==> config.mk <==
export PLATFORM = sky130hd
export DESIGN_NAME = noc_rr_arbiter
export DESIGN_NICKNAME = d
export VERILOG_FILES = /design/src/rtl/noc_rr_arbiter.sv
export SDC_FILE = /design/constraint.sdc
export NUM_CORES = 1
export LEC_CHECK = 0
export ABC_AREA = 1
export CORE_MARGIN = 2
export CORE_UTILIZATION = 40
export CTS_CLUSTER_DIAMETER = 100
export DETAILED_ROUTE_END_ITERATION = 10
export HOLD_SLACK_MARGIN = 0.08
export PLACE_DENSITY = 0.62
export SLEW_MARGIN = 20
export SYNTH_ARGS = -nofsm -noshare
export SYNTH_HDL_FRONTEND = slang
export SYNTH_SLANG_ARGS = --single-unit
==> constraint.sdc <==
create_clock -name clk -period 4.05 [get_ports clk]
set_clock_uncertainty 0.1 [all_clocks]
set_input_delay 0.405 -clock clk [delete_from_list [all_inputs] [get_ports clk]]
set_output_delay 0.405 -clock clk [all_outputs]
set_load 0.03 [all_outputs]
==> src/rtl/noc_rr_arbiter.sv <==
// Round-robin output-port arbiter for the NoC router.
// Picks one requesting input port as the owner of this output, drives the
// crossbar select for it and runs the RTS/DCTS handshake with the downstream
// router. Priority rotates from the last owner. An optional hold limit forces
// rotation after MAX_HOLD consecutive transfers when other ports are waiting.
module noc_rr_arbiter #(
  parameter int N_PORTS  = 5,
  parameter int MAX_HOLD = 0,
  parameter int IDX_W    = $clog2(N_PORTS)
) (
  input  logic               clk,
  input  logic               rst,
  input  logic [N_PORTS-1:0] req,
  input  logic               dcts,
  output logic [N_PORTS-1:0] grant,
  output logic [N_PORTS-1:0] xbar_sel,
  output logic [IDX_W-1:0]   owner_idx,
  output logic               owner_valid,
  output logic               rts
);

  localparam int HOLD_W = (MAX_HOLD > 0) ? $clog2(MAX_HOLD + 1) : 1;
  localparam logic [HOLD_W-1:0] HOLD_LIMIT = HOLD_W'(MAX_HOLD);
  localparam logic [IDX_W-1:0]  LAST_IDX   = IDX_W'(N_PORTS - 1);

  typedef enum logic {
    IDLE,
    OWNED
  } state_t;

  state_t            state;
  state_t            state_n;
  logic [IDX_W-1:0]  owner;
  logic [IDX_W-1:0]  owner_n;
  logic [IDX_W-1:0]  last_ptr;
  logic [HOLD_W-1:0] hold_cnt;

  logic              xfer;
  logic              stall;
  logic              keep;
  logic              found;
  logic [IDX_W-1:0]  start;
  logic [IDX_W-1:0]  pick;
  logic [IDX_W-1:0]  cand;
  int                cand_int;

  assign xfer  = rts & dcts;
  assign stall = rts & ~dcts;

  // Cyclic search for the first requester after the start index; the start
  // index itself is visited last, so a lone owner can be picked again.
  always_comb begin
    start    = (state == IDLE) ? last_ptr : owner;
    found    = 1'b0;
    pick     = '0;
    cand_int = 0;
    cand     = '0;
    for (int i = 1; i <= N_PORTS; i++) begin
      cand_int = (int'(start) + i) % N_PORTS;
      cand     = cand_int[IDX_W-1:0];
      if (!found && req[cand]) begin
        found = 1'b1;
        pick  = cand;
      end
    end
  end

  // Next owner: keep the current one while it requests and is under the
  // hold limit, otherwise take the search result, otherwise go idle.
  always_comb begin
    keep    = (state == OWNED) && req[owner] &&
              ((MAX_HOLD == 0) || (hold_cnt < HOLD_LIMIT));
    state_n = IDLE;
    owner_n = '0;
    if (keep) begin
      state_n = OWNED;
      owner_n = owner;
    end else if (found) begin
      state_n = OWNED;
      owner_n = pick;
    end
  end

  // Owner, handshake, hold counter and rotation pointer; everything freezes
  // while a request-to-send waits for clear-to-send. rts is only raised when
  // an owner exists both now and after this edge, so releasing a port that
  // dropped its request never leaves rts asserted without an owner.
  always_ff @(posedge clk or posedge rst) begin
    if (rst) begin
      state    <= IDLE;
      owner    <= '0;
      rts      <= 1'b0;
      hold_cnt <= '0;
      last_ptr <= LAST_IDX;
    end else if (!stall) begin
      state <= state_n;
      owner <= owner_n;
      rts   <= (state == OWNED) && (state_n == OWNED) && !xfer;
      if ((state == OWNED) && ((state_n == IDLE) || (owner_n != owner))) begin
        hold_cnt <= '0;
        last_ptr <= owner;
      end else if (xfer && (MAX_HOLD != 0) && (hold_cnt != HOLD_LIMIT)) begin
        hold_cnt <= hold_cnt + 1'b1;
      end
    end
  end

  // Crossbar select follows the owner; grant marks the transfer cycle only.
  always_comb begin
    xbar_sel = '0;
    if (state == OWNED) begin
      xbar_sel[owner] = 1'b1;
    end
    grant = xfer ? xbar_sel : '0;
  end

  assign owner_idx   = owner;
  assign owner_valid = (state == OWNED);

endmodule

# After elaboration in Yosys (flattened, before gate mapping)
# Index checks and enable logic that the tools add are counted.
[word_totals] register_bits=8 out_inout_bits=15 elab_cells=74
[classes] addsub=5 n_div=5 magnitude_cmp=7 eq_ne=1 n_mux=31 bitwise=5 n_reduce_logical=16
[ops] cell="32-bit by 4-bit modulo with 32-bit output, second input constant" count=5
[ops] cell="3-bit by 4-bit less-than comparator with 1-bit output, second input constant" count=6
[ops] cell="3-bit 2-to-1 mux" count=8
[ops] cell="1-bit binary-select mux with 3-bit select" count=6
[ops] cell="1-bit 2-to-1 mux" count=14
[ops] cell="5-bit 2-to-1 mux" count=2
[ops] cell="1-bit logical AND" count=9
[ops] cell="3-bit by 2-bit adder with 4-bit output, second input constant" count=2
[ops] cell="3-bit by 3-bit adder with 4-bit output, second input constant" count=2
[ops] cell="1-bit logical NOT" count=5
[ops] cell="3-bit by 1-bit adder with 4-bit output, second input constant" count=1
[ops] cell="1-bit demux with 3-bit select" count=1
[ops] cell="3-bit by 1-bit >= comparator with 1-bit output, second input constant" count=1
[ops] cell="3-bit inequality test" count=1
[ops] cell="1-bit NOT" count=3
[ops] cell="1-bit bitwise AND" count=2
[ops] cell="2-bit AND reduction" count=1
[ops] cell="1-bit logical OR" count=1

# Longest topological paths before layout
# Gate-level depths: netlist of the first run.
[depth] ltp_word=24 mapped_depth=38 ltp_nobuf=37

# Worst setup path after synthesis of the first run
# Ideal clock, no wire load.
[synth_path] path_type="reg2reg" startpoint="register state, in the netlist owner_valid" endpoint="register last_ptr[1]" setup_ns=0.118 arrival_time_ns=4.135 required_time_ns=3.832 path_slack_ns=-0.303 stages_incl_launch_ff=36 path_buffers=1 period_less_slack_ns=4.353 cell_sequence="dfrtp_1 -> buf_6 -> o21ai_1 -> inv_1 -> ha_1 -> inv_1 -> nand3_2 -> nand2_2 -> inv_2 -> ha_1 -> inv_1 -> nand4_1 -> nand2_1 -> xor2_1 -> inv_1 -> ha_1 -> nand2_1 -> nand2_2 -> nand2_2 -> nand2_2 -> nand2_2 -> nand2_1 -> nand3_1 -> nand3_1 -> nand2_2 -> nand4_2 -> nor2_1 -> nor2_1 -> nand2_1 -> nand3_1 -> nand2_1 -> nor2_2 -> nand2_2 -> nand2_2 -> nand2_1 -> nand2_1"
[synth_between] elab_chain_len=24 word_cells_on_any_way=49
[synth_lines] element="from (decl)" line="31" text="state_t state;"
[synth_lines] element="from (signal assigned)" line="96" text="state <= state_n;"
[synth_lines] element="3-bit 2-to-1 mux" line="53" text="start = (state == IDLE) ? last_ptr : owner;"
[synth_lines] element="3-bit by 1-bit adder with 4-bit output" line="59" text="cand_int = (int'(start) + i) % N_PORTS;"
[synth_lines] element="32-bit by 4-bit modulo with 32-bit output" line="59"
[synth_lines] element="1-bit binary-select mux with 3-bit select" line="61" text="if (!found && req[cand]) begin"
[synth_lines] element="1-bit 2-to-1 mux (implied by the code)" line="61"
[synth_lines] element="1-bit 2-to-1 mux" line="61"
[synth_lines] element="1-bit logical NOT" line="61"
[synth_lines] element="1-bit logical AND" line="61"
[synth_lines] element="(+8 left out)"
[synth_lines] element="1-bit logical AND" line="61"
[synth_lines] element="3-bit 2-to-1 mux or 1-bit 2-to-1 mux (tied branches)" line="61"
[synth_lines] element="3-bit 2-to-1 mux or 1-bit 2-to-1 mux (tied branches)" line="78" text="end else if (found) begin"
[synth_lines] element="3-bit 2-to-1 mux or 1-bit 2-to-1 mux (tied branches)" line="75" text="if (keep) begin"
[synth_lines] element="3-bit inequality test or 1-bit NOT (tied branches)" line="99" text="if ((state == OWNED) && ((state_n == IDLE) || (owner_n != owner))) begin"
[synth_lines] element="1-bit logical OR" line="99"
[synth_lines] element="1-bit logical AND *" line="99"
[synth_lines] element="2-bit AND reduction (no line) *"
[synth_lines] element="to (signal assigned)" line="101" text="last_ptr <= owner;"
[synth_lines] element="to (decl)" line="35" text="logic [IDX_W-1:0] last_ptr;"
# Every way passes the cells marked *; elsewhere a longest branch is shown, timed or not. The select of a mux whose other input is x is not followed.
# A chain may end at the register's enable or synchronous reset.

# Worst setup path after layout of the first run
# Same ends and word-level chain as after synthesis.

==> impl_metrics.py, run 1 <==
metrics = {
    "clocking": {
        "clk_path_buf_depth": 2,
        "h-tree-depth": 1,
        "path_clk_slew_ns": 0.04,
        "clock-sinks": 8,
        "clock-root-buffer": "clkbuf_8",
        "numCtsBuffers": 3,
        "insertion_delay_ns": 0.24,
        "tritoncts": "yes",
        "postCtsHoldBufs": 0,
    },
    "global_route": {
        "grt_pass1_wl_mm": 10.4,
        "grt_overflow": 0,
        "grt_usage_pct": 20.4,
        "grt_antenna_before_repair": 0,
        "grt_max_degree": 15,
        "grt_pass1_vias": 2276,
    },
    "floorplanning": {
        "start_util_pct": 41.4,
        "die_area_sq_um": 6330,
        "coreArea_sq_um": 5510,
        "io-pin-count": 23,
        "die_h_um": 79.5,
        "rows": 27,
        "die_w_um": 79.5,
    },
    "sta": {
        "rsz0062_at_grt": "true",
        "worst_pin_slew_ns": 0.372,
        "fin_crit_sh_pct": 98.7,
        "hold_viol_final": 0,
        "final.setup.tns_ns": 0,
        "drv_slew": 0,
        "slew_headroom_pct": 75.1,
        "finalCriticalPeriod_ns": 4.00,
        "fmax_mhz": 250,
        "finalSetupViolations": 0,
    },
    "synth": {
        "synthFlopType": "dfrtp_1",
        "synth.most_common_cell": "nand2_1",
        "ys_seq_area_share_pct": 8.83,
        "synth.area.top_cells": "nand2_1 (12%), ha_1 (12%), nand3_1 (8.6%), inv_1 (7.9%), dfrtp_1 (7.7%)",
        "synth-edff-count": 0,
        "synth_area_sq_um": 2280,
        "synth_nets": 373,
        "avgSynthCellArea_sq_um": 6.63,
        "yosysWarnings": 0,
        "ys_types": 41,
        "synth_top_cell_by_area": "nand2_1",
        "async_flop_share_pct": 100,
        "synth_cells": 344,
        "yosys.area.top_type_share_pct": 12.3,
        "ys_top_cells_by_count": "nand2_1 (75), inv_1 (48), nand3_1 (39)",
        "synth_seq_cells": 8,
    },
    "setup_path": {
        "crit_top_cell": "nand2_2",
        "critPathKind": "reg2reg",
        "crit_path_max_incr_delay_ns": 0.48,
        "worstReg2RegEnd": "last_ptr[1]",
        "worstSetupStartpointType": "flip-flop",
        "end_kind": "flip-flop",
        "crit_slowest_cell": "dfrtp_2",
        "r2r-start": "owner_valid",
        "cp_data_arrival_time_ns": 4.02,
        "worstRegToRegCells": 36,
        "r2r_slack_ns": 0.05,
        "critPathMaxFanout": 6,
        "worstPathRequired_ns": 4.07,
    },
    "finish": {
        "fin_cells": 470,
        "utilization_pct": 57.2,
        "area_delta_synth_final_pct": 38.1,
        "layout-drive-gt1-share_pct": 38.7,
        "diodes": 0,
        "fin_nets": 428,
    },
    "detailed_routing": {
        "post-route-drc-count": 0,
        "vias_per_cell": 5.16,
        "postRouteAntennaNets": 0,
        "detail_route.first_pass.iterations": 4,
        "wl_per_cell_um": 14.2,
        "drt_iter0_drc": 172,
        "totalWireLength_mm": 6.67,
        "vias": 2424,
    },
    "placed_design": {
        "place_inst": 449,
        "port_buffers": 22,
        "globalplace.congestion": 0.870,
        "dpl.hpwl_mm": 4.92,
    },
    "job": {
        "drv_cap": 0,
    },
    "hold_path": {
        "hold_class": "in2async",
    },
    "status": {
        "status": "finished, final reports clean",
    },
}
==> critical path: cells and delay by family, from the launching register on <==
kind,cells,cell delay (ns)
buffers and inverters,10,0.70
adders and majority gates,3,0.48
AOI/OAI and AO/OA,1,0.21
DFF,1,0.48
and+or+nand+nor,21,1.74
xor gates and xnor gates,1,0.20
==> state kept, by name (all words and copies together) (netlist names) <==
signal,cells
rts,1
owner_idx,3
owner_valid,1
last_ptr,3
==> kinds of logic after synthesis <==
| kind of cell | share of synthesized area, % |
|---|---|
| xor gates and xnor gates | 2.19 |
| DFF | 8.83 |
| buffers and inverters | 12.1 |
| AOI/OAI and AO/OA | 10.9 |
| adders and majority gates | 11.5 |
| and+or+nand+nor | 54.5 |
==> per-layer routing <==
metal  wire length [um]  share of wire [%]  GRT usage [%]
met5                  0                  0              0
met4                 95                1.4           6.72
met3                313                4.7           1.13
met2               3390                 51           35.4
met1               2870                 43           26.7
==> final cells by class <==
type	count	area (sq um)
clock buffers	4	45.0
fillers	515	2350
inverters	60	251
multi-input cells	272	2080
flip-flops and latches	8	203
well taps	72	90.1
repair buffers	54	484
==> worst max-delay path by stage <==
stage	startpoint	end	slack, ns	cells after the start
CTS	owner_valid	last_ptr[1]	0.004	36
floorplan	owner_idx[1]	last_ptr[1]	0.02	36
finish	owner_valid	last_ptr[1]	0.05	36
global placement	owner_valid	last_ptr[1]	0.09	35
global route	owner_valid	last_ptr[1]	-0.25	36
detailed placement	owner_valid	last_ptr[1]	-0.06	35
==> layout by cell type (no fill, tap or decap), drive strengths merged, types with 7 or more instances in the layout <==
cell / count
inv: 58
buf: 32
nand3: 49
nand4: 18
clkdlybuf4s50: 22
o21ai: 18
ha: 21
nand2: 108
nor2: 26
dfrtp: 7
==> through the flow <==
stage,instance area [sq um],setup WS [ns],hold slack [ns]
finish,3150,0.0521,0.306
global route,3150,-0.247,0.380
CTS,2760,0.00359,0.320
detailed placement,2680,-0.0621,0.383
global placement,2680,0.0851,0.383
floorplan,2290,0.0208,0.120
==> timing repair <==
item                                    in CTS  in global routing
gates resized for setup                      3                 68
buffers inserted                             3                 14
endpoints found under the setup margin       3                  6
pin swaps                                    1                 33
Power of run 1 is not shown: default switching activity piles up to over one toggle a cycle in this logic, so the estimate is an artifact.
==> inputs of run 2 (changes only) <==
--- a/config.mk
+++ b/config.mk
@@ -7,11 +7,11 @@
 export LEC_CHECK = 0
 export ABC_AREA = 1
 export CORE_MARGIN = 2
-export CORE_UTILIZATION = 40
+export CORE_UTILIZATION = 51
 export CTS_CLUSTER_DIAMETER = 100
 export DETAILED_ROUTE_END_ITERATION = 10
 export HOLD_SLACK_MARGIN = 0.08
-export PLACE_DENSITY = 0.62
+export PLACE_DENSITY = 0.72
 export SLEW_MARGIN = 20
 export SYNTH_ARGS = -nofsm -noshare
 export SYNTH_HDL_FRONTEND = slang
==> run 2 against run 1 <==
- maximum frequency rose by 0.51%
- worst setup slack improved by 0.020 ns
- cell area fell by 7.2%
- utilization rose by 10 points
- register-to-register slack improved by 0.02 ns
- die area fell by 21%
- via count fell by 0.87%
- critical path depth fell by 1
- first-iteration DRC count fell by 30%
- wire length fell by 6.5%
- worst hold slack improved by 0.028 ns
- global-route usage rose by 3.8 points
==> impl_metrics.py, run 2 (same netlist as run 1, synthesis figures left out) <==
metrics = {
    "status": {
        "status": "finished, final reports clean",
    },
    "sta": {
        "slew_headroom_pct": 75.7,
        "fin_crit_sh_pct": 98.2,
        "timing.final.ws_setup_ns": 0.0722,
        "worst_pin_slew_ns": 0.361,
        "rsz0062_at_grt": "true",
        "drv_slew": 0,
        "finalSetupViolations": 0,
        "fmax_mhz": 251,
        "hold_viol_final": 0,
        "finalCriticalPeriod_ns": 3.98,
        "hold_slack_ns": 0.334,
    },
    "detailed_routing": {
        "post-route-drc-count": 0,
        "vias": 2403,
        "drt_iter0_drc": 120,
        "vias_per_cell": 5.46,
        "totalWireLength_mm": 6.24,
        "detail_route.first_pass.iterations": 4,
        "postRouteAntennaNets": 0,
        "wl_per_cell_um": 14.2,
    },
    "floorplanning": {
        "die_h_um": 70.9,
        "io-pin-count": 23,
        "die_area_sq_um": 5030,
        "coreArea_sq_um": 4320,
        "rows": 24,
        "die_w_um": 70.9,
        "start_util_pct": 52.8,
    },
    "finish": {
        "layout_common_cells": "nand2_1 (70), inv_1 (41), nand3_1 (35)",
        "diodes": 0,
        "utilization_pct": 67.6,
        "design_area_sq_um": 2920,
        "fillers": 367,
        "fin_nets": 418,
        "final_common_cell": "nand2_1",
        "area_delta_synth_final_pct": 28.1,
        "layout-drive-gt1-share_pct": 33.5,
    },
    "setup_path": {
        "r2r_slack_ns": 0.07,
        "cp_data_arrival_time_ns": 4.00,
        "critPathMaxFanout": 6,
        "worstSetupStartpointType": "flip-flop",
        "end_kind": "flip-flop",
        "crit_path_max_incr_delay_ns": 0.39,
        "critPathKind": "reg2reg",
        "crit_top_cell": "nand2_2",
        "crit_slowest_cell": "dfrtp_1",
        "worstPathRequired_ns": 4.07,
    },
    "global_route": {
        "grt_usage_pct": 24.2,
        "grt_max_degree": 15,
        "grt_pass1_wl_mm": 10.0,
        "grt_pass1_vias": 2285,
        "grt_overflow": 0,
        "grt_antenna_before_repair": 0,
    },
    "placed_design": {
        "dpl.hpwl_mm": 4.79,
        "globalplace.congestion": 0.886,
        "place_area_sq_um": 2640,
        "pre_cts_slack_ns": -0.0390,
        "port_buffers": 22,
    },
    "hold_path": {
        "hold_class": "in2async",
    },
    "clocking": {
        "clock-root-buffer": "clkbuf_8",
        "tritoncts": "yes",
        "insertion_delay_ns": 0.23,
        "postCtsHoldBufs": 0,
        "clk_path_buf_depth": 2,
        "h-tree-depth": 1,
        "numCtsBuffers": 3,
        "path_clk_slew_ns": 0.04,
        "clock-sinks": 8,
    },
    "job": {
        "drv_cap": 0,
    },
}
-- run 2: changes by cell type in the layout (fill, tap and decap cells not counted), sizes merged --
cell      change
clkinvlp      -1
clkinv        -1
inv           +2
buf          -10
-- run 2: area by class of cell --
| cell class | count | area, sq um | share of cell area [%] |
|---|---|---|---|
| Sequential cell | 8 | 203 | 6.93 |
| Timing Repair Buffer | 44 | 409 | 14.0 |
| Multi-Input combinational cell | 272 | 1960 | 67.1 |
| Clock buffer | 4 | 45.0 | 1.54 |
| Inverter | 60 | 240 | 8.22 |
| Tap cell | 52 | 65.1 | 2.23 |
-- run 2: metrics by stage --
| stage | setup TNS (ns) | cells |
|---|---|---|
| detailed placement | -0.0735 | 427 |
| CTS | 0 | 434 |
| finish | 0 | 440 |
| global placement | 0 | 427 |
| floorplan | 0 | 344 |
| global route | -0.550 | 440 |
-- run 2: critical path, delay by kind of cell, from the launching register on --
family | cells | cell delay (ns)
fa+ha+maj | 3 | 0.53
buf+inv | 8 | 0.65
simple gates | 21 | 1.70
compound gates | 2 | 0.27
xor+xnor | 1 | 0.21
flops | 1 | 0.39
-- run 2: layer usage --
layer / vias up / wire, um / global-route usage (%)
li1: 1224 / - / -
met1: 1114 / 2720 / 31.4
met2: 57 / 3170 / 44.5
met3: 8 / 272 / 1.28
met4: 0 / 76 / 4.40
met5: - / 0 / 0
-- run 2: worst paths after layout --
kind / from / depth (start not counted) / endpoint
min: rst / 2 / owner_idx[1]
min reg2reg: last_ptr[0] / 2 / last_ptr[0]
min in group clk: last_ptr[0] / 2 / last_ptr[0]
max: owner_idx[1] / 35 / last_ptr[1]
max in group asynchronous: rst / 2 / last_ptr[2]
max reg2reg: owner_idx[1] / 35 / last_ptr[1]
-- run 2: repair_timing --
item | CTS | global route
setup endpoints to repair | 3 | 5
pin swaps | 0 | 22
gates resized for setup | 2 | 42
setup buffers | 3 | 6
Power of run 2 is left out for the same reason.
